**config.mk**
```make
export PLATFORM = sky130hd
export DESIGN_NAME = pool_layer_ctrl
export DESIGN_NICKNAME = d
export VERILOG_FILES = /design/src/rtl/pool_ctrl_pkg.sv /design/src/rtl/pool_addr_gen.sv /design/src/rtl/pool_layer_ctrl.sv
export SDC_FILE = /design/constraint.sdc
export NUM_CORES = 1
export LEC_CHECK = 0
export ABC_CLOCK_PERIOD_IN_PS = 1550
export CAP_MARGIN = 20
export CORE_MARGIN = 2
export CORE_UTILIZATION = 30
export DETAILED_ROUTE_END_ITERATION = 8
export PLACE_DENSITY = 0.78
export SLEW_MARGIN = 10
export SYNTH_ARGS = -nofsm -noshare
export SYNTH_HDL_FRONTEND = slang
export SYNTH_SLANG_ARGS = --single-unit
```
**constraint.sdc**
```tcl
create_clock -name clk -period 1.55 [get_ports clk]
set_input_delay 0.465 -clock clk [delete_from_list [all_inputs] [get_ports clk]]
set_output_delay 0.465 -clock clk [all_outputs]
set_load 0.005 [all_outputs]
```
**src/rtl/pool_ctrl_pkg.sv**
```systemverilog
// -----------------------------------------------------------------------------
// pool_ctrl_pkg
// Shared definitions for the layer controllers of the VGG16 accelerator:
//   - pool_state_e : state encoding of the pooling-layer sequencer
//   - calc_pix     : pixels in one WIDTH x HEIGHT feature map
//   - calc_opix    : pixels in the 2x2-pooled output map
//   - cnt_width    : counter width able to hold the value n (clog2(n)+1)
// -----------------------------------------------------------------------------
package pool_ctrl_pkg;

    typedef enum logic [2:0] {
        S_IDLE   = 3'd0,
        S_CLEAR  = 3'd1,
        S_STREAM = 3'd2,
        S_DRAIN  = 3'd3,
        S_NEXT   = 3'd4,
        S_DONE   = 3'd5
    } pool_state_e;

    function automatic int calc_pix(input int w, input int h);
        return w * h;
    endfunction

    function automatic int calc_opix(input int w, input int h);
        return (w * h) / 4;
    endfunction

    // Wide enough to hold n itself, not just n-1 (counters run to PIX/OPIX).
    function automatic int cnt_width(input int n);
        return $clog2(n) + 1;
    endfunction

endpackage

```
**src/rtl/pool_addr_gen.sv**
```systemverilog
// -----------------------------------------------------------------------------
// pool_addr_gen
// Channel / read / result counters of the pooling sequencer and the buffer
// addresses derived from them.
//   clk, resetn     : clock, synchronous active-low reset
//   clr_ch_i        : restart at channel 0 (layer accepted)
//   inc_ch_i        : advance to the next channel
//   clr_cnt_i       : clear read and result counters (start of a channel)
//   inc_rd_i        : one input pixel read this cycle
//   inc_out_i       : one result written this cycle
//   ch_o, rd_cnt_o, out_cnt_o : current counter values
//   rd_addr_o       : ch*PIX  + rd_cnt
//   wr_addr_o       : ch*OPIX + out_cnt
// -----------------------------------------------------------------------------
module pool_addr_gen #(
    parameter int WIDTH      = 4,
    parameter int HEIGHT     = 4,
    parameter int CHANNELS   = 2,
    parameter int ADDR_WIDTH = 16,
    localparam int PIX   = pool_ctrl_pkg::calc_pix(WIDTH, HEIGHT),
    localparam int OPIX  = pool_ctrl_pkg::calc_opix(WIDTH, HEIGHT),
    localparam int CH_W  = pool_ctrl_pkg::cnt_width(CHANNELS),
    localparam int CNT_W = pool_ctrl_pkg::cnt_width(PIX)
) (
    input  logic                  clk,
    input  logic                  resetn,
    input  logic                  clr_ch_i,
    input  logic                  inc_ch_i,
    input  logic                  clr_cnt_i,
    input  logic                  inc_rd_i,
    input  logic                  inc_out_i,
    output logic [CH_W-1:0]       ch_o,
    output logic [CNT_W-1:0]      rd_cnt_o,
    output logic [CNT_W-1:0]      out_cnt_o,
    output logic [ADDR_WIDTH-1:0] rd_addr_o,
    output logic [ADDR_WIDTH-1:0] wr_addr_o
);

    logic [CH_W-1:0]  ch_q;
    logic [CNT_W-1:0] rd_cnt_q;
    logic [CNT_W-1:0] out_cnt_q;

    // NOTE: registered state uses non-blocking assignments so every flop samples pre-edge values.
    always_ff @(posedge clk) begin
        if (!resetn) begin
            ch_q      <= '0;
            rd_cnt_q  <= '0;
            out_cnt_q <= '0;
        end else begin
            if (clr_ch_i) begin
                ch_q <= '0;
            end else if (inc_ch_i) begin
                ch_q <= ch_q + 1'b1;
            end

            if (clr_cnt_i) begin
                rd_cnt_q  <= '0;
                out_cnt_q <= '0;
            end else begin
                if (inc_rd_i)  rd_cnt_q  <= rd_cnt_q + 1'b1;
                if (inc_out_i) out_cnt_q <= out_cnt_q + 1'b1;
            end
        end
    end

    assign ch_o      = ch_q;
    assign rd_cnt_o  = rd_cnt_q;
    assign out_cnt_o = out_cnt_q;

    // Parameter rule CHANNELS*PIX <= 2^ADDR_WIDTH keeps these products from wrapping.
    assign rd_addr_o = ADDR_WIDTH'(ch_q) * ADDR_WIDTH'(PIX)  + ADDR_WIDTH'(rd_cnt_q);
    assign wr_addr_o = ADDR_WIDTH'(ch_q) * ADDR_WIDTH'(OPIX) + ADDR_WIDTH'(out_cnt_q);

endmodule

```
**src/rtl/pool_layer_ctrl.sv**
```systemverilog
// -----------------------------------------------------------------------------
// pool_layer_ctrl
// Sequencer for the max_pooling engine: runs one pooling layer channel by
// channel (clear engine, stream WIDTHxHEIGHT pixels, collect OPIX results).
//   clk, resetn              : clock, synchronous active-low reset
//   start                    : begin a layer (sampled only in IDLE)
//   busy, done, error        : status; done is a 1-cycle pulse, error is a
//                              sticky drain timeout cleared by the next start
//   rd_en, rd_addr, rd_data  : input buffer, data returns 1 cycle after rd_en
//   mp_resetn                : engine synchronous reset (low in CLEAR / reset)
//   mp_valid_in, mp_data_in  : pixel stream to the engine
//   mp_valid_out, mp_data_out: results from the engine
//   wr_en, wr_addr, wr_data  : output buffer write port
// -----------------------------------------------------------------------------
module pool_layer_ctrl #(
    parameter int DATA_WIDTH = 32,
    parameter int WIDTH      = 4,
    parameter int HEIGHT     = 4,
    parameter int CHANNELS   = 2,
    parameter int ADDR_WIDTH = 16,
    parameter int DRAIN_MAX  = 64
) (
    input  logic                  clk,
    input  logic                  resetn,
    input  logic                  start,
    output logic                  busy,
    output logic                  done,
    output logic                  error,
    output logic                  rd_en,
    output logic [ADDR_WIDTH-1:0] rd_addr,
    input  logic [DATA_WIDTH-1:0] rd_data,
    output logic                  mp_resetn,
    output logic                  mp_valid_in,
    output logic [DATA_WIDTH-1:0] mp_data_in,
    input  logic                  mp_valid_out,
    input  logic [DATA_WIDTH-1:0] mp_data_out,
    output logic                  wr_en,
    output logic [ADDR_WIDTH-1:0] wr_addr,
    output logic [DATA_WIDTH-1:0] wr_data
);

    import pool_ctrl_pkg::*;

    localparam int PIX   = calc_pix(WIDTH, HEIGHT);
    localparam int OPIX  = calc_opix(WIDTH, HEIGHT);
    localparam int CH_W  = cnt_width(CHANNELS);
    localparam int CNT_W = cnt_width(PIX);
    localparam int DR_W  = cnt_width(DRAIN_MAX);

    localparam logic [CNT_W-1:0] RD_LAST  = CNT_W'(PIX - 1);
    localparam logic [CNT_W-1:0] OUT_FULL = CNT_W'(OPIX);
    localparam logic [CH_W-1:0]  CH_LAST  = CH_W'(CHANNELS - 1);
    localparam logic [DR_W-1:0]  DR_LAST  = DR_W'(DRAIN_MAX - 1);

    pool_state_e      state_q;
    logic             busy_q, done_q, error_q, rd_en_q, mp_valid_in_q;
    logic [DR_W-1:0]  drain_q;

    logic [CH_W-1:0]       ch;
    logic [CNT_W-1:0]      rd_cnt, out_cnt;
    logic [ADDR_WIDTH-1:0] rd_addr_raw, wr_addr_raw;

    logic accept, wr_ok;

    assign accept = (state_q == S_IDLE) && start;

    // Results are only accepted while a channel is in flight and not yet full;
    // the write goes out combinationally so write latency equals engine latency.
    assign wr_ok = ((state_q == S_STREAM) || (state_q == S_DRAIN))
                   && mp_valid_out && (out_cnt < OUT_FULL);

    pool_addr_gen #(
        .WIDTH      (WIDTH),
        .HEIGHT     (HEIGHT),
        .CHANNELS   (CHANNELS),
        .ADDR_WIDTH (ADDR_WIDTH)
    ) u_addr_gen (
        .clk       (clk),
        .resetn    (resetn),
        .clr_ch_i  (accept),
        .inc_ch_i  ((state_q == S_NEXT) && (ch != CH_LAST)),
        .clr_cnt_i (state_q == S_CLEAR),
        .inc_rd_i  (state_q == S_STREAM),
        .inc_out_i (wr_ok),
        .ch_o      (ch),
        .rd_cnt_o  (rd_cnt),
        .out_cnt_o (out_cnt),
        .rd_addr_o (rd_addr_raw),
        .wr_addr_o (wr_addr_raw)
    );

    always_ff @(posedge clk) begin
        if (!resetn) begin
            state_q       <= S_IDLE;
            busy_q        <= 1'b0;
            done_q        <= 1'b0;
            error_q       <= 1'b0;
            rd_en_q       <= 1'b0;
            mp_valid_in_q <= 1'b0;
            drain_q       <= '0;
        end else begin
            done_q        <= 1'b0;
            mp_valid_in_q <= rd_en_q;
            unique case (state_q)
                S_IDLE: begin
                    if (start) begin
                        state_q <= S_CLEAR;
                        busy_q  <= 1'b1;
                        error_q <= 1'b0;
                    end
                end
                S_CLEAR: begin
                    state_q <= S_STREAM;
                    rd_en_q <= 1'b1;
                end
                S_STREAM: begin
                    if (rd_cnt == RD_LAST) begin
                        state_q <= S_DRAIN;
                        rd_en_q <= 1'b0;
                        drain_q <= '0;
                    end
                end
                S_DRAIN: begin
                    // A complete channel wins over a timeout landing in the same cycle.
                    if (out_cnt == OUT_FULL) begin
                        state_q <= S_NEXT;
                    end else if (drain_q == DR_LAST) begin
                        state_q <= S_DONE;
                        error_q <= 1'b1;
                        done_q  <= 1'b1;
                    end else begin
                        drain_q <= drain_q + 1'b1;
                    end
                end
                S_NEXT: begin
                    if (ch == CH_LAST) begin
                        state_q <= S_DONE;
                        done_q  <= 1'b1;
                    end else begin
                        state_q <= S_CLEAR;
                    end
                end
                S_DONE: begin
                    state_q <= S_IDLE;
                    busy_q  <= 1'b0;
                end
                default: begin
                    state_q <= S_IDLE;
                    busy_q  <= 1'b0;
                    rd_en_q <= 1'b0;
                end
            endcase
        end
    end

    assign busy        = busy_q;
    assign done        = done_q;
    assign error       = error_q;
    assign rd_en       = rd_en_q;
    assign rd_addr     = rd_en_q ? rd_addr_raw : '0;
    assign mp_valid_in = mp_valid_in_q;
    assign mp_data_in  = mp_valid_in_q ? rd_data : '0;

    // Combinational with resetn so the engine is cleared on the same edge as we are.
    assign mp_resetn   = resetn && (state_q != S_CLEAR);

    assign wr_en       = wr_ok;
    assign wr_addr     = wr_ok ? wr_addr_raw : '0;
    assign wr_data     = wr_ok ? mp_data_out : '0;

endmodule

```
---- Word-level counts from Yosys, hierarchy flattened ----
Index checks and enable logic that the tools add are counted.
word-level totals
  register bits ........................... 27
  input port bits ......................... 68
  output and inout bits ................... 103
  word-level logic and storage cells ...... 81
cells by class
  add/subtract/negate cells ............... 6
  $lt $le $gt $ge ......................... 1
  equal/unequal tests ..................... 17
  multiplexer cells ....................... 26
  bitwise logic cells ..................... 3
  reductions and logical operators ........ 18
operators with widths
  operator             count
  $mux 32              2
  $mux 16              2
  $mux 7               3
  $mux 3               5
  $pmux 3 s5           1
  $pmux 7 s2           1
  $add 5x1->5 const B  2
  $mux 1               8
  $ne 2x2->1 const B   4
  $reduce_and 4->1     2
  $reduce_or 4->1      2
  $add 6x5->7          1
  $add 7x1->7 const B  1
  $eq 7x6->1 const B   1
  $add 4x5->6          1
  $eq 3x2->1 const B   2
  $eq 3x3->1 const B   2
  $ne 3x1->1 const B   2
  $pmux 1 s2           3
  $eq 5x3->1 const B   1
  $eq 5x4->1 const B   1
  $logic_and 1x1->1    5
  $lt 5x3->1 const B   1
  $ne 2x1->1 const B   2
  11 further kinds     16

---- Longest topological paths before layout ----
Gate-level depths: netlist of the first run.
  word-level depth ........................ 5
  gate-level depth with buffers ........... 7
  mapped depth without buffers ............ 7

---- By module ----
A second synthesis of the first run with hierarchy kept.
unflattened totals
  cell total of the unflattened synthesis .. 292
  area, all modules ....................... 2299.7 um^2
modules (own cells, without submodules)
  module           times used  cells each  area an instance (um^2)
  pool_layer_ctrl  1           200         1443.9
  pool_addr_gen    1           92          855.8

---- Least setup slack after synthesis of the first run ----
OpenSTA, ideal clock, no wires.
  path kind ............................... reg-to-output
  from .................................... register u_addr_gen.ch_q[0] (netlist: u_addr_gen.ch_o[0])
  to ...................................... output wr_addr[3]
  data arrival time ....................... 1180 ps
  data required time ...................... 1085 ps
  path slack .............................. -95 ps
  cell stages (with the launch flop) ...... 4
  cell sequence ........................... dfxtp_1 > ha_1 > fa_1 > and2_1
between the ends
  word-level cells in the longest chain between the ends .. 2
RTL lines
  element                 line                    RTL
  start, declared         pool_addr_gen.sv:39     logic [CH_W-1:0] ch_q;
  start signal, assigned  pool_addr_gen.sv:53     ch_q <= ch_q + 1'b1;
  $add 4x5->6             pool_addr_gen.sv:72     assign wr_addr_o = ADDR_WIDTH'(ch_q) * ADDR_WIDTH'(OPIX) + ADDR_WIDTH'(out_cnt_q);
  $mux 16                 pool_layer_ctrl.sv:168  assign wr_addr = wr_ok ? wr_addr_raw : '0;
  end, declared           pool_layer_ctrl.sv:38   output logic [ADDR_WIDTH-1:0] wr_addr,
No other way between the ends.

---- Worst setup path after layout of the first run ----
  from .................................... register state_q[1]
  to ...................................... output wr_data[3]
between the ends
  word-level cells in the longest chain between the ends .. 5
  elaborated cells on any way between the ends .. 6
  classes of those cells .................. 2 x eq/ne; 1 x mux; 3 x reduce/logical
RTL lines
  element                           line                    RTL
  start, declared                   pool_layer_ctrl.sv:55   pool_state_e state_q;
  start signal, assigned            pool_layer_ctrl.sv:94   state_q <= S_IDLE;
  start signal, assigned            pool_layer_ctrl.sv:107  state_q <= S_CLEAR;
  start signal, assigned            pool_layer_ctrl.sv:113  state_q <= S_STREAM;
  $eq 3x2->1                        pool_layer_ctrl.sv:69   assign wr_ok = ((state_q == S_STREAM) || (state_q == S_DRAIN))
  $logic_or 1x1->1 *                pool_layer_ctrl.sv:69
  $logic_and 1x1->1 * (2 in a row)  pool_layer_ctrl.sv:70   && mp_valid_out && (out_cnt < OUT_FULL);
  $mux 32 *                         pool_layer_ctrl.sv:169  assign wr_data = wr_ok ? mp_data_out : '0;
  end, declared                     pool_layer_ctrl.sv:39   output logic [DATA_WIDTH-1:0] wr_data
Mark *: on every way between the ends. The rest lies on a longest branch, timed or not.

==> results of run 1 <==
[power by group through the flow]
stage	clock network, mW	logic [mW]	registers (mW)
floorplan	0	0.232	0.749
global placement	0	0.576	0.748
detailed placement	0	0.584	0.750
CTS	0.414	0.678	0.736
global route	0.447	0.824	0.737
finish	0.400	0.770	0.734
[kinds of logic (layout without fill, tap and decap cells)]
group	after synthesis	after routing
fa+ha+maj	10	10
flops	27	27
mux	2	2
xor+xnor	5	5
compound gates	31	31
buf+inv	44	221
other cells	1	20
simple gates	133	133
[through the flow]
stage	instance area (um^2)	setup TNS, ns	hold slack, ns
3_3_place_gp	3740	-52.40	0.415
4_1_cts	4170	-23.08	0.440
2_1_floorplan	2170	-0.162	0.408
6_report	4420	-19.07	0.438
3_5_place_dp	3740	-54.26	0.426
5_1_grt	4420	-23.56	0.471
[timing repair]
action	in CTS	in global routing
setup buffers	22	6
gates resized for setup	455	64
cloned	8	2
setup endpoints to repair	92	87
hold buffers	0	0
pin swaps	76	33
[sequential cells by signal (all words and copies together) (netlist names)]
register / flops
u_addr_gen.rd_cnt_o: 5
error: 1
u_addr_gen.out_cnt_o: 5
state_q: 3
busy: 1
rd_en: 1
done: 1
mp_valid_in: 1
u_addr_gen.ch_o: 2
drain_q: 7
[worst max-delay path by stage]
| stage | to | cells after the start | slack, ns |
|---|---|---|---|
| floorplan | wr_data[10] | 5 | -0.008 |
| global placement | wr_data[26] | 5 | -0.90 |
| detailed placement | wr_data[20] | 5 | -0.95 |
| CTS | wr_data[2] | 8 | -0.60 |
| global route | wr_data[3] | 7 | -0.57 |
| finish | wr_data[3] | 7 | -0.49 |
[layout by cell type, fill, tap and decap left out, types with 3 or more instances in the layout]
master,n
buf_6,70
and2_4,56
dlygate4sd2_1,39
clkdlybuf4s50_1,33
buf_4,33
and2_1,23
conb_1,20
nor2_1,17
dfxtp_1,16
buf_2,16
nand2_1,13
inv_1,10
a21oi_1,8
dfxtp_2,7
buf_16,7
o21ai_0,5
ha_1,4
dfxtp_4,4
nand3_1,3
nand4_1,3
ha_4,3
clkbuf_8,3
buf_12,3
[cells in the mapped netlist, types with 3 or more instances]
| cell | instances | area share |
|---|---|---|
| a21oi_1 | 9 | 0.022 |
| and2_1 | 79 | 0.24 |
| buf_2 | 3 | 0.0073 |
| buf_4 | 22 | 0.080 |
| buf_6 | 3 | 0.016 |
| clkbuf_1 | 3 | 0.0054 |
| dfxtp_1 | 27 | 0.26 |
| ha_1 | 9 | 0.054 |
| inv_1 | 11 | 0.020 |
| nand2_1 | 13 | 0.024 |
| nand3_1 | 3 | 0.0073 |
| nand4_1 | 3 | 0.0091 |
| nor2_1 | 17 | 0.031 |
| o21ai_0 | 5 | 0.012 |
| xnor2_1 | 3 | 0.013 |
[worst max-delay path, stage by stage, from the launching register on]
cell and delay [ns]:
dfxtp_2 0.33, nor2b_4 0.14, and4b_2 0.26, buf_6 0.11
buf_6 0.12, buf_16 0.11, and2_4 0.13, buf_6 0.09
[final cells by class]
type / count / area share
Tap cell: 80 / 0.0227
Inverter: 11 / 0.00935
Clock buffer: 4 / 0.0102
Multi-Input combinational cell: 201 / 0.356
Sequential cell: 27 / 0.128
Timing Repair Buffer: 206 / 0.474
[metal layers]
metal  vias up  track usage
met1      1145        0.219
met4         0       0.0341
li1       1182            -
met5         -            0
met2       102        0.348
met3         8       0.0265
==> impl_metrics.toml, run 1 <==
[timing]
fin_crit_sh = 1.32
setup_ws_ns = -0.491
rsz0062_at_grt = "true"
finClkSkew_ns = 0.00322
finalSetupViolCount = 64
period_needed_ns = 2.04
slew_viol_final = 0
hold_violations = 0
fmax_ghz = 0.490

[pwr]
power_mw = 1.90
vdd_ir_drop_max_mv = 0.406
p_leak_nw = 2.11
power_frac_comb = 0.404
seqPwrFrac = 0.386
sw_frac_of_total = 0.269
power_switching_mw = 0.513
pwr-share-clk = 0.210
intPower_mw = 1.39
p_per_area_nw_per_um2 = 431

[clock_tree]
cts_buffers = 3
clk_pin_slew_worst_paths_ns = 0.09
cts_tree = "done"
clock_sinks = 27
clockBufferDepth = 2
htree_levels = 1
clock_latency_ns = 0.27
cts-root-buf = "clkbuf_8"

[setup_path]
rrSetupSlack_ns = 0.04
required_ns = 1.08
reg2reg_from = "state_q[1]"
cp-end-kind = "primary output"
crit_arrival_ns = 1.58
worstSetupPathType = "register to primary output"
worst_setup_path_startpoint = "state_q[1]"
r2r_cells = 7
start_kind = "register"
path_max_fanout = 5
r2r_end = "u_addr_gen.out_cnt_o[1]"

[logic_synthesis]
synth_area_per_cell_um2 = 8.17
synthAdderAreaFrac = 0.0641
synthSimpleGateAreaFrac = 0.400
synthMuxAreaShare = 0.00968
ys_seq_area_frac = 0.261
synth_xor_area_frac = 0.0212
syn_inst = 253
yosys_most_used_dff = "dfxtp_1"
syn_area_um2 = 2070
ys_ff_latch = 27
synth_edf_count = 0
async_reset_ff_frac = 0
synth_top_family_by_area = "simple AND/OR/NAND/NOR gates"
synth_compound_area_frac = 0.108
yosysWarnings = 0
yosysUniqueCellTypes = 49

[hold_path]
hp-class = "register to register"
whs_endpoint = "drain_q[6]"
hold-path-cell-count = 2
hp-start = "drain_q[6]"

[final_layout]
multi_input_area_um2 = 1570
drive_gt1_frac = 0.508
register_area_um2 = 564
utilization = 0.658
stdcell_count = 529
fillers = 515
syn_to_final_growth_pct = 114
final_nets = 528
diodes = 0

[global_route]
grt_pass1_vias = 2283
grt_antenna_before_repair = 0
grt.total_usage = 0.184
overflow = 0
grt_max_degree = 15
grt_pass1_wl_mm = 11.2

[route]
ant_nets = 0
drt_iter0_markers = 64
met1_length_mm = 3.03
drc = 0
drtPass1Iterations = 4
top_layer = "met4"
vias_per_cell = 4.61
wl_met3_um = 492
drt-total-wl_mm = 7.90
vias = 2437
wire_per_inst_um = 14.9
met2WireLength_mm = 4.29

[floorplanning]
start_util = 0.308
die_height_um = 87.0
die_area_um2 = 7570
io_pins = 171
die_w_um = 87.0
rows = 30
coreArea_um2 = 6720

[flow_run]
cap_violations = 0

[place]
dp.cells = 495
io_buffers = 150
place.gp.congestion = 0.787
hpwl_mm = 5.22
place_worst_setup_slack_ns = -0.949

[outcome]
violations = "setup timing"
status = "finished, violations left"
Power figures use the tool's default switching activity.
==> run 2, diff against run 1 <==
--- a/config.mk
+++ b/config.mk
@@ -10,6 +10,7 @@
 export CORE_MARGIN = 2
 export CORE_UTILIZATION = 30
 export DETAILED_ROUTE_END_ITERATION = 8
+export MAX_ROUTING_LAYER = met4
 export PLACE_DENSITY = 0.78
 export SLEW_MARGIN = 10
 export SYNTH_ARGS = -nofsm -noshare
==> impl_metrics.toml, run 2 (same netlist as run 1, synthesis figures left out) <==
[floorplanning]
io_pins = 171
rows = 30
coreArea_um2 = 6720
die_area_um2 = 7570
die_w_um = 87.0
start_util = 0.308
die_height_um = 87.0

[place]
place_area_um2 = 3740
place.gp.congestion = 0.798
io_buffers = 150
hpwl_mm = 5.22
place_worst_setup_slack_ns = -0.949

[route]
vias_per_cell = 4.59
drt-total-wl_mm = 7.86
drtPass1Iterations = 4
vias = 2430
ant_nets = 0
wire_per_inst_um = 14.9
drc = 0
drt_iter0_markers = 66

[timing]
slew_viol_final = 0
period_needed_ns = 2.04
finalSetupViolCount = 64
fmax_ghz = 0.490
hold_violations = 0
holdWs_ns = 0.438
rsz0062_at_grt = "true"
finClkSkew_ns = 0.00351
fin_crit_sh = 1.32
setup_ws_ns = -0.490

[pwr]
power_mw = 1.90
p_leak_nw = 2.11
p_per_area_nw_per_um2 = 431
vdd_ir_drop_max_mv = 0.405

[final_layout]
drive_gt1_frac = 0.510
syn_to_final_growth_pct = 113
largest_reg_flops = 7
multi_input_area_um2 = 1570
utilization = 0.657
register_area_um2 = 564
final_nets = 528
top_register = "drain_q"
final_common_cell = "buf_6"
diodes = 0
layout_common_cells = "70 x buf_6, 56 x and2_4, 39 x dlygate4sd2_1"
final_area_um2 = 4410
fillers = 516

[setup_path]
worstSetupPathType = "register to primary output"
worst-path-buf-inv = 4
cpPeakStageDelay_ns = 0.33
crit_slowest_cell = "dfxtp_2"
start_kind = "register"
crit_top_cell = "buf_6"
crit_family = "simple AND/OR/NAND/NOR gates"
path_max_fanout = 5
crit_chain = "nor2b_4, and4b_2, buf_6, buf_6, buf_16, and2_4, buf_6"
crit_arrival_ns = 1.58
required_ns = 1.08
cp-end-kind = "primary output"

[global_route]
grt_pass1_wl_mm = 11.2
grt.total_usage = 0.189
grt_max_degree = 15
grt_antenna_before_repair = 0
grt_pass1_vias = 2275
overflow = 0

[clock_tree]
cts_hold_buf = 0
clock_sinks = 27
cts-root-buf = "clkbuf_8"
cts_buffers = 3
clockBufferDepth = 2
cts_tree = "done"
htree_levels = 1
clock_latency_ns = 0.27
clk_pin_slew_worst_paths_ns = 0.09

[hold_path]
hp-class = "register to register"

[outcome]
violations = "setup timing"
status = "finished, violations left"

[flow_run]
cap_violations = 0
run 2: cell types whose count changed in the layout (fill, tap and decap cells not counted), sizes merged:
cell / change
clkbuf: +1
clkdlybuf4s15: -1
run 2: final cells by class:
cell class	instances	area share
Clock buffer	4	0.0102
Inverter	11	0.00936
Multi-Input combinational cell	201	0.356
Sequential cell	27	0.128
Tap cell	80	0.0227
Timing Repair Buffer	206	0.474
run 2: repair_timing:
| item | 4_1_cts | 5_1_grt |
|---|---|---|
| setup endpoints to repair | 92 | 87 |
| gates resized for setup | 455 | 65 |
| buffers inserted | 22 | 6 |
| gates cloned | 8 | 2 |
| pin swaps | 76 | 33 |
run 2: tightest hold or removal path: cells and delay by family, from the launching register on:
| family | cells | cell delay [ns] |
|---|---|---|
| AOI/OAI and AO/OA | 1 | 0.03 |
| and+or+nand+nor | 1 | 0.05 |
| DFF | 1 | 0.32 |
run 2: report_power, final:
part,internal [mW],switching (mW)
Clock,0.184,0.215
Sequential,0.715,0.0198
Combinational,0.493,0.277
Total,1.39,0.512
run 2: final timing paths:
kind	startpoint	end	slack [ns]	depth (start not counted)
max	state_q[1]	wr_data[3]	-0.49	7
min	drain_q[6]	drain_q[6]	0.44	2
max reg2reg	state_q[1]	u_addr_gen.out_cnt_o[1]	0.04	7
min reg2reg	drain_q[6]	drain_q[6]	0.44	2
run 2: stage by stage:
stage          TNS (ns)  instances
3_3_place_gp     -52.40        495
2_1_floorplan    -0.162        272
5_1_grt          -23.56        529
6_report         -19.05        529
3_5_place_dp     -54.26        495
4_1_cts          -23.08        527
run 2: layer usage:
| metal | global-route usage | wire length [um] | vias up |
|---|---|---|---|
| met3 | 0.0265 | 510 | 8 |
| met4 | 0.0341 | 84 | 0 |
| met2 | 0.347 | 4280 | 96 |
| met5 | - | 0 | - |
| met1 | 0.220 | 2990 | 1147 |
| li1 | - | - | 1179 |
==> run 3, diff against run 2 <==
--- a/config.mk
+++ b/config.mk
@@ -12,6 +12,7 @@
 export DETAILED_ROUTE_END_ITERATION = 8
 export MAX_ROUTING_LAYER = met4
 export PLACE_DENSITY = 0.78
+export SKIP_CTS_REPAIR_TIMING = 1
 export SLEW_MARGIN = 10
 export SYNTH_ARGS = -nofsm -noshare
 export SYNTH_HDL_FRONTEND = slang
==> impl_metrics.toml, run 3 (same netlist as run 1, synthesis figures left out) <==
[timing]
fmax_ghz = 0.475
holdWs_ns = 0.437
rsz0062_at_grt = "true"
finalSetupViolCount = 71
setup_ws_ns = -0.555
finClkSkew_ns = 0.00499
fin_crit_sh = 1.36
period_needed_ns = 2.11
hold_violations = 0
slew_viol_final = 0

[route]
drt_iter0_markers = 62
vias = 2530
ant_nets = 0
drt-total-wl_mm = 8.24
drc = 0
drtPass1Iterations = 5
vias_per_cell = 4.69
wire_per_inst_um = 15.3

[final_layout]
final_nets = 539
largest_reg_flops = 7
top_register = "drain_q"
drive_gt1_frac = 0.513
diodes = 0
syn_to_final_growth_pct = 121
layout_common_cells = "76 x buf_6, 54 x and2_4, 42 x dlymetal6s2s_1"
fillers = 513
utilization = 0.681
final_common_cell = "buf_6"

[global_route]
grt_antenna_before_repair = 0
overflow = 0
grt_pass1_wl_mm = 9.38
grt_max_degree = 40
grt_pass1_vias = 2009
grt.total_usage = 0.156

[clock_tree]
htree_levels = 1
cts_tree = "done"
clock_sinks = 27
clock_latency_ns = 0.27
cts_buffers = 3
cts-root-buf = "clkbuf_8"
clk_pin_slew_worst_paths_ns = 0.09
clockBufferDepth = 2

[outcome]
violations = "setup timing"
status = "finished, violations left"

[floorplanning]
io_pins = 171
coreArea_um2 = 6720
rows = 30
die_height_um = 87.0
die_area_um2 = 7570
start_util = 0.308
die_w_um = 87.0

[place]
hpwl_mm = 5.22
io_buffers = 150
place.gp.congestion = 0.798

[pwr]
vdd_ir_drop_max_mv = 0.361
p_per_area_nw_per_um2 = 422
p_leak_nw = 2.51

[flow_run]
cap_violations = 0

[setup_path]
path_max_fanout = 5
worstSetupPathType = "register to primary output"
required_ns = 1.08
cp-end-kind = "primary output"
start_kind = "register"
crit_arrival_ns = 1.64

[hold_path]
hp-class = "register to register"
## run 3: per-layer routing
metal,track usage,share of wire,up-vias
met5,-,0,-
met4,0.0270,0.021,0
met3,0.0256,0.061,22
met2,0.285,0.54,112
met1,0.181,0.38,1190
li1,-,-,1206
## run 3: cell type report
cell class | count | area (um^2) | share of cell area
Sequential cell | 27 | 564 | 0.123
Clock buffer | 4 | 45.0 | 0.00985
Inverter | 11 | 41.3 | 0.00903
Multi-Input combinational cell | 201 | 1560 | 0.341
Timing Repair Buffer | 217 | 2260 | 0.495
Tap cell | 80 | 100 | 0.0219
## run 3: power breakdown
part	switching, mW	leakage (nW)	internal, mW	total (mW)
logic	0.277	2.26	0.513	0.791
registers	0.0220	0.226	0.716	0.738
clock network	0.219	0.0228	0.184	0.403
total	0.518	2.51	1.41	1.93
## run 3: worst paths after layout
kind,start,endpoint,slack (ns),cells after the start
worst min register to register,drain_q[6],drain_q[6],0.44,2
worst max-delay path,state_q[1],wr_data[14],-0.56,7
worst min-delay path,drain_q[6],drain_q[6],0.44,2
worst max register to register,u_addr_gen.rd_cnt_o[0],state_q[0],0,7
## run 3: through the flow
stage | setup WS (ns) | instances | area, um^2 | TNS, ns | power (mW)
final | -0.555 | 540 | 4570 | -21.28 | 1.93
after global routing | -0.610 | 540 | 4570 | -25.24 | 2.03
after CTS | -0.958 | 499 | 3790 | -54.40 | 1.74
after detailed placement | -0.949 | 495 | 3740 | -54.26 | 1.33
after global placement | -0.902 | 495 | 3740 | -52.40 | 1.32
after floorplan | -0.00809 | 272 | 2170 | -0.162 | 0.981
## run 3: critical path, stage by stage (launching register included)
cell and delay (ns):
dfxtp_2 0.33, nor2b_4 0.15, and4b_4 0.30, buf_4 0.14
buf_6 0.10, buf_4 0.10, and2_1 0.12, clkbuf_2 0.12
==> RTL edit 1, RTL diff (config.mk and constraints of run 3) <==
`DATA_WIDTH`: 32 -> 28.
--- a/src/rtl/pool_layer_ctrl.sv
+++ b/src/rtl/pool_layer_ctrl.sv
@@ -14,5 +14,5 @@
 // -----------------------------------------------------------------------------
 module pool_layer_ctrl #(
-    parameter int DATA_WIDTH = 32,
+    parameter int DATA_WIDTH = 28,
     parameter int WIDTH      = 4,
     parameter int HEIGHT     = 4,
Ports: changed (resized mp_data_in, mp_data_out, rd_data and wr_data); port bits go from 171 to 155. No check against the original RTL was run, so the function may have changed too.
==> RTL edit 1 against run 3 <==
The run still ends with negative setup slack left. Final area fell by 12%. Setup slack got worse by 0.076 ns. Routed wire length fell by 10%. Area after synthesis fell by 2.4%. Critical endpoint is now wr_data[16]. Synthesized cell count fell by 3.2%. Count of clock-buffer cells in the layout did not move. Clock skew fell by 0.00074 ns. Sequential cell count did not move. Total power fell by 8.8%. Sequential share of layout area rose by 1.6 points.
==> RTL edit 1: results (changes against run 3) <==
| Metric | Value |
|---|---|
| Top post-synthesis cells by area | `dfxtp_1, and2_1, buf_4 (unchanged)` |
| GR Layer Usage met2 | `30.9% (was 28.5%)` |
| Antenna violations before repair | `1 (was 0)` |
| Final setup TNS | `-21.39 ns (was -21.28 ns)` |
| PortBufs | `134 (was 150)` |
| Post-synthesis mux area share | `0.496% (was 0.968%)` |
| Gate Count Post-Synth | `245 (was 253)` |
| Critical path data arrival time | `1.72 ns (was 1.64 ns)` |
| Layout cells sized above 1 | `44.5% (was 51.3%)` |
| Final #Nets | `491 (was 539)` |
| Static Leak | `0.00225 µW (was 0.00251 µW)` |
| Die area | `0.00740 mm² (was 0.00757 mm²)` |
| Placer congestion estimate | `0.800 (was 0.798)` |
| Vias post-DR | `2278 (was 2530)` |
| First-pass GRT wire length | `9850 µm (was 9380 µm)` |
| Kind of critical path | `flip-flop to output port (unchanged)` |
| XOR/XNOR Fraction of Synth Area | `2.17% (was 2.12%)` |
| Final WL | `7390 µm (was 8240 µm)` |
| Status | `finished with violations (unchanged)` |
| Bufs on Longest Clock Path | `2 (unchanged)` |
| DR WL/cell | `14.9 µm (was 15.3 µm)` |
| Met3 Usage GRT | `2.60% (was 2.56%)` |
| Largest net degree at the start of global routing | `34 (was 40)` |
| Origin of the critical flop-to-flop path | `u_addr_gen.out_cnt_o[2] (was u_addr_gen.rd_cnt_o[0])` |
| CP Max Fanout | `9 (was 5)` |
| Vias in the first global route | `2038 (was 2009)` |
| H-tree Lvls | `1 (unchanged)` |
| Met2 WL | `4060 µm (was 4420 µm)` |
| WL met1 | `2700 µm (was 3130 µm)` |
| First-pass iteration count of the detailed router | `4 (was 5)` |
| Post-Place Cells | `473 (was 495)` |
| Largest register FFs | `7 (unchanged)` |
| DRT iter0 DRCs | `37 (was 62)` |
| Met3 WL post-DR | `519 µm (was 502 µm)` |
| Sequential area share after synthesis | `26.8% (was 26.1%)` |
| Total GRT Usage | `16.6% (was 15.6%)` |
| Post-DP HPWL | `5190 µm (was 5220 µm)` |
| Synth top cells by count | `and2_1, dfxtp_1, buf_4 (unchanged)` |
| Clk_skew | `0.00425 ns (was 0.00499 ns)` |
| Synth Area in Adders | `6.57% (was 6.41%)` |
| Placed Area | `0.00357 mm² (was 0.00374 mm²)` |
| VDD IR max | `373 µV (was 361 µV)` |
| Met1 Use GR | `18.7% (was 18.1%)` |
| Place WS | `-1.03 ns (was -0.949 ns)` |
| Post-synthesis compound-gate area fraction | `10.8% (about the same)` |
| Endpoints failing setup | `53 (was 71)` |
| Worst setup margin | `-0.631 ns (was -0.555 ns)` |
| Violated checks | `negative setup slack (unchanged)` |
| Fraction of registers with async set/reset | `0% (unchanged)` |
| Synth cell types | `46 (was 49)` |
## RTL edit 1: power breakdown
part	internal, µW	total (µW)	switching, µW	leakage (µW)
logic	383	614	231	0.00200
registers	715	733	17.6	0.000225
clock network	185	415	231	0.0000228
## RTL edit 1: worst paths after layout
kind	to	slack (ns)	cells after the start
min	drain_q[6]	0.46	2
max	wr_data[16]	-0.63	7
max reg2reg	u_addr_gen.out_cnt_o[1]	-0.05	8
min reg2reg	drain_q[6]	0.46	2
## RTL edit 1: final cells by class
| type | instances | area [µm²] |
|---|---|---|
| clock buffers | 4 | 45.0 |
| flip-flops and latches | 27 | 561 |
| well taps | 77 | 96.3 |
| multi-input cells | 198 | 1490 |
| inverters | 8 | 32.5 |
| repair buffers | 183 | 1810 |
| fillers | 506 | 2390 |
## RTL edit 1: worst max-delay path: stages, from the launching register on
cell      delay, ns
dfxtp_2        0.34
nand2b_4       0.14
nor4_4         0.28
buf_4          0.18
buf_6          0.12
buf_12         0.11
and2_1         0.13
buf_2          0.12
==> RTL edit 2, RTL diff (settings of run 3) <==
Without the edit above. Encoding of `pool_state_e`: now one-hot (6 bits for 6 states).
--- a/src/rtl/pool_ctrl_pkg.sv
+++ b/src/rtl/pool_ctrl_pkg.sv
@@ -9,11 +9,11 @@
 package pool_ctrl_pkg;
 
-    typedef enum logic [2:0] {
-        S_IDLE   = 3'd0,
-        S_CLEAR  = 3'd1,
-        S_STREAM = 3'd2,
-        S_DRAIN  = 3'd3,
-        S_NEXT   = 3'd4,
-        S_DONE   = 3'd5
+    typedef enum logic [5:0] {
+        S_IDLE   = 6'b000001,
+        S_CLEAR  = 6'b000010,
+        S_STREAM = 6'b000100,
+        S_DRAIN  = 6'b001000,
+        S_NEXT   = 6'b010000,
+        S_DONE   = 6'b100000
     } pool_state_e;
 
Behaviour: no difference found for any inputs over 10 cycles, from zero or initial values and one cycle with resetn low; not proved beyond that.
==> RTL edit 2 against run 3 <==
The run still ends with negative setup slack left. Sequential share of layout area is 0.30 points higher. Via count grew 7.5%. Total power down 2.1%. Sequential cell count grew 3. Final area is 7.4% higher. Setup slack lost 0.55 ns. Routed wire length grew 11%. Fmax is 21% lower. Area after synthesis is 2.4% higher. Largest cell class unchanged.
==> RTL edit 2: results (changes against run 3) <==
| Metric | Value |
|---|---|
| Critical path data arrival time | `2.19 ns (was 1.64 ns)` |
| DR WL/cell | `15.5 µm (was 15.3 µm)` |
| Top sig layer | `met4 (unchanged)` |
| Top post-synthesis cells by area | `dfxtp_1, and2_1, buf_4 (unchanged)` |
| Place WS | `-1.47 ns (was -0.949 ns)` |
| WL met1 | `3430 µm (was 3130 µm)` |
| Setup slack, reg-to-reg | `-0.56 ns (was 0 ns)` |
| Gate Count Post-Synth | `271 (was 253)` |
| Crit-path slowest cell | `or4_4 (was dfxtp_2)` |
| Leading registers by flop count | `drain_q x7, state_q x6` |
| First-pass GRT wire length | `10500 µm (was 9380 µm)` |
| Clk_skew | `0.00757 ns (was 0.00499 ns)` |
| Fillers | `465 (was 513)` |
| Syn. warnings | `0 (unchanged)` |
| Worst setup margin | `-1.10 ns (was -0.555 ns)` |
| Bufs on Longest Clock Path | `2 (unchanged)` |
| Clock-pin transition on the worst setup and hold timing paths | `0.07 ns (was 0.09 ns)` |
| Worst hold path type | `flip-flop to flip-flop (unchanged)` |
| Largest register FFs | `7 (unchanged)` |
| Post-Place Cells | `549 (was 495)` |
| Met3 WL post-DR | `583 µm (was 502 µm)` |
| Violated checks | `negative setup slack (unchanged)` |
| PortBufs | `150 (unchanged)` |
| Worst skew pair latency | `0.28 ns` |
| Synth top cells by count | `and2_1, dfxtp_1, nor2_1 (was and2_1, dfxtp_1, buf_4)` |
| H-tree Lvls | `2 (was 1)` |
| Final #Nets | `572 (was 539)` |
| TritonCTS Buffers | `5 (was 3)` |
| Layout cells sized above 1 | `54.2% (was 51.3%)` |
| Fraction of registers with async set/reset | `0% (unchanged)` |
| Status | `finished with violations (unchanged)` |
| # diodes | `0 (unchanged)` |
| Met2 WL | `4940 µm (was 4420 µm)` |
| DRT iter0 DRCs | `164 (was 62)` |
| Static Leak | `0.00266 µW (was 0.00251 µW)` |
| Vias post-DR | `2720 (was 2530)` |
| Max incr delay on CP | `0.54 ns (was 0.33 ns)` |
| VDD IR max | `303 µV (was 361 µV)` |
| First-pass iteration count of the detailed router | `6 (was 5)` |
| Total GRT Usage | `17.7% (was 15.6%)` |
| Largest net degree at the start of global routing | `40 (unchanged)` |
| Endpoints failing setup | `84 (was 71)` |
| Post-synth top flop | `dfxtp_1 (unchanged)` |
| Synth cell types | `45 (was 49)` |
| Sequential area share after synthesis | `28.4% (was 26.1%)` |
| Antenna violations before repair | `0 (unchanged)` |
| Post-DP HPWL | `5700 µm (was 5220 µm)` |
| CP Max Fanout | `5 (unchanged)` |
| Vias in the first global route | `2337 (was 2009)` |
| Placer congestion estimate | `0.860 (was 0.798)` |
| Final WL | `9120 µm (was 8240 µm)` |
| Root Driver | `clkbuf_8 (unchanged)` |
==> RTL edit 2: logic make-up after synthesis <==
| kind of cell | after synthesis | share of synthesized area (%) |
|---|---|---|
| other | 1 | 0.177 |
| AOI/OAI and AO/OA | 39 | 11.7 |
| adders and majority gates | 10 | 6.26 |
| buffers and inverters | 42 | 11.5 |
| and+or+nand+nor | 141 | 38.7 |
| muxes | 1 | 0.473 |
| xor gates and xnor gates | 7 | 2.89 |
| DFF | 30 | 28.4 |
==> RTL edit 2: routing by layer <==
layer,vias to the layer above,track usage [%]
met1,1276,19.7
li1,1295,-
met3,18,3.96
met2,131,32.0
met5,-,-
met4,0,4.27
==> RTL edit 2: worst max-delay path, delay by kind of cell, from the launching register on <==
kind                   cells  cell delay, ns
and+or+nand+nor            3            0.93
AOI/OAI and AO/OA          1            0.17
buffers and inverters      4            0.48
DFF                        1            0.32
==> RTL edit 2: metrics by stage <==
step | setup TNS (ns) | cell area, µm² | hold slack, ns
global placement | -77.13 | 3990 | 0.448
floorplan | -26.03 | 2220 | 0.441
finish | -50.02 | 4910 | 0.467
global route | -53.07 | 4910 | 0.486
detailed placement | -78.45 | 3990 | 0.453
CTS | -80.12 | 4080 | 0.461
==> RTL edit 2: layout make-up <==
class	count	area, µm²	share of cell area, %
clock buffers	6	82.6	1.68
inverters	10	37.5	0.764
multi-input cells	218	1700	34.5
flip-flops and latches	30	621	12.6
well taps	96	120	2.45
repair buffers	229	2350	47.9
==> RTL edit 2: where the power goes <==
| part | switching (µW) | internal, µW | total (µW) |
|---|---|---|---|
| clock network | 284 | 342 | 625 |
| registers | 13.0 | 784 | 797 |
| logic | 173 | 295 | 468 |
==> RTL edit 2: final timing paths <==
kind	startpoint	endpoint	cells after the start
worst max-delay path	state_q[2]	wr_data[19]	8
worst min-delay path	drain_q[6]	drain_q[6]	1
worst max register to register	state_q[2]	drain_q[4]	6
worst min register to register	drain_q[6]	drain_q[6]	1
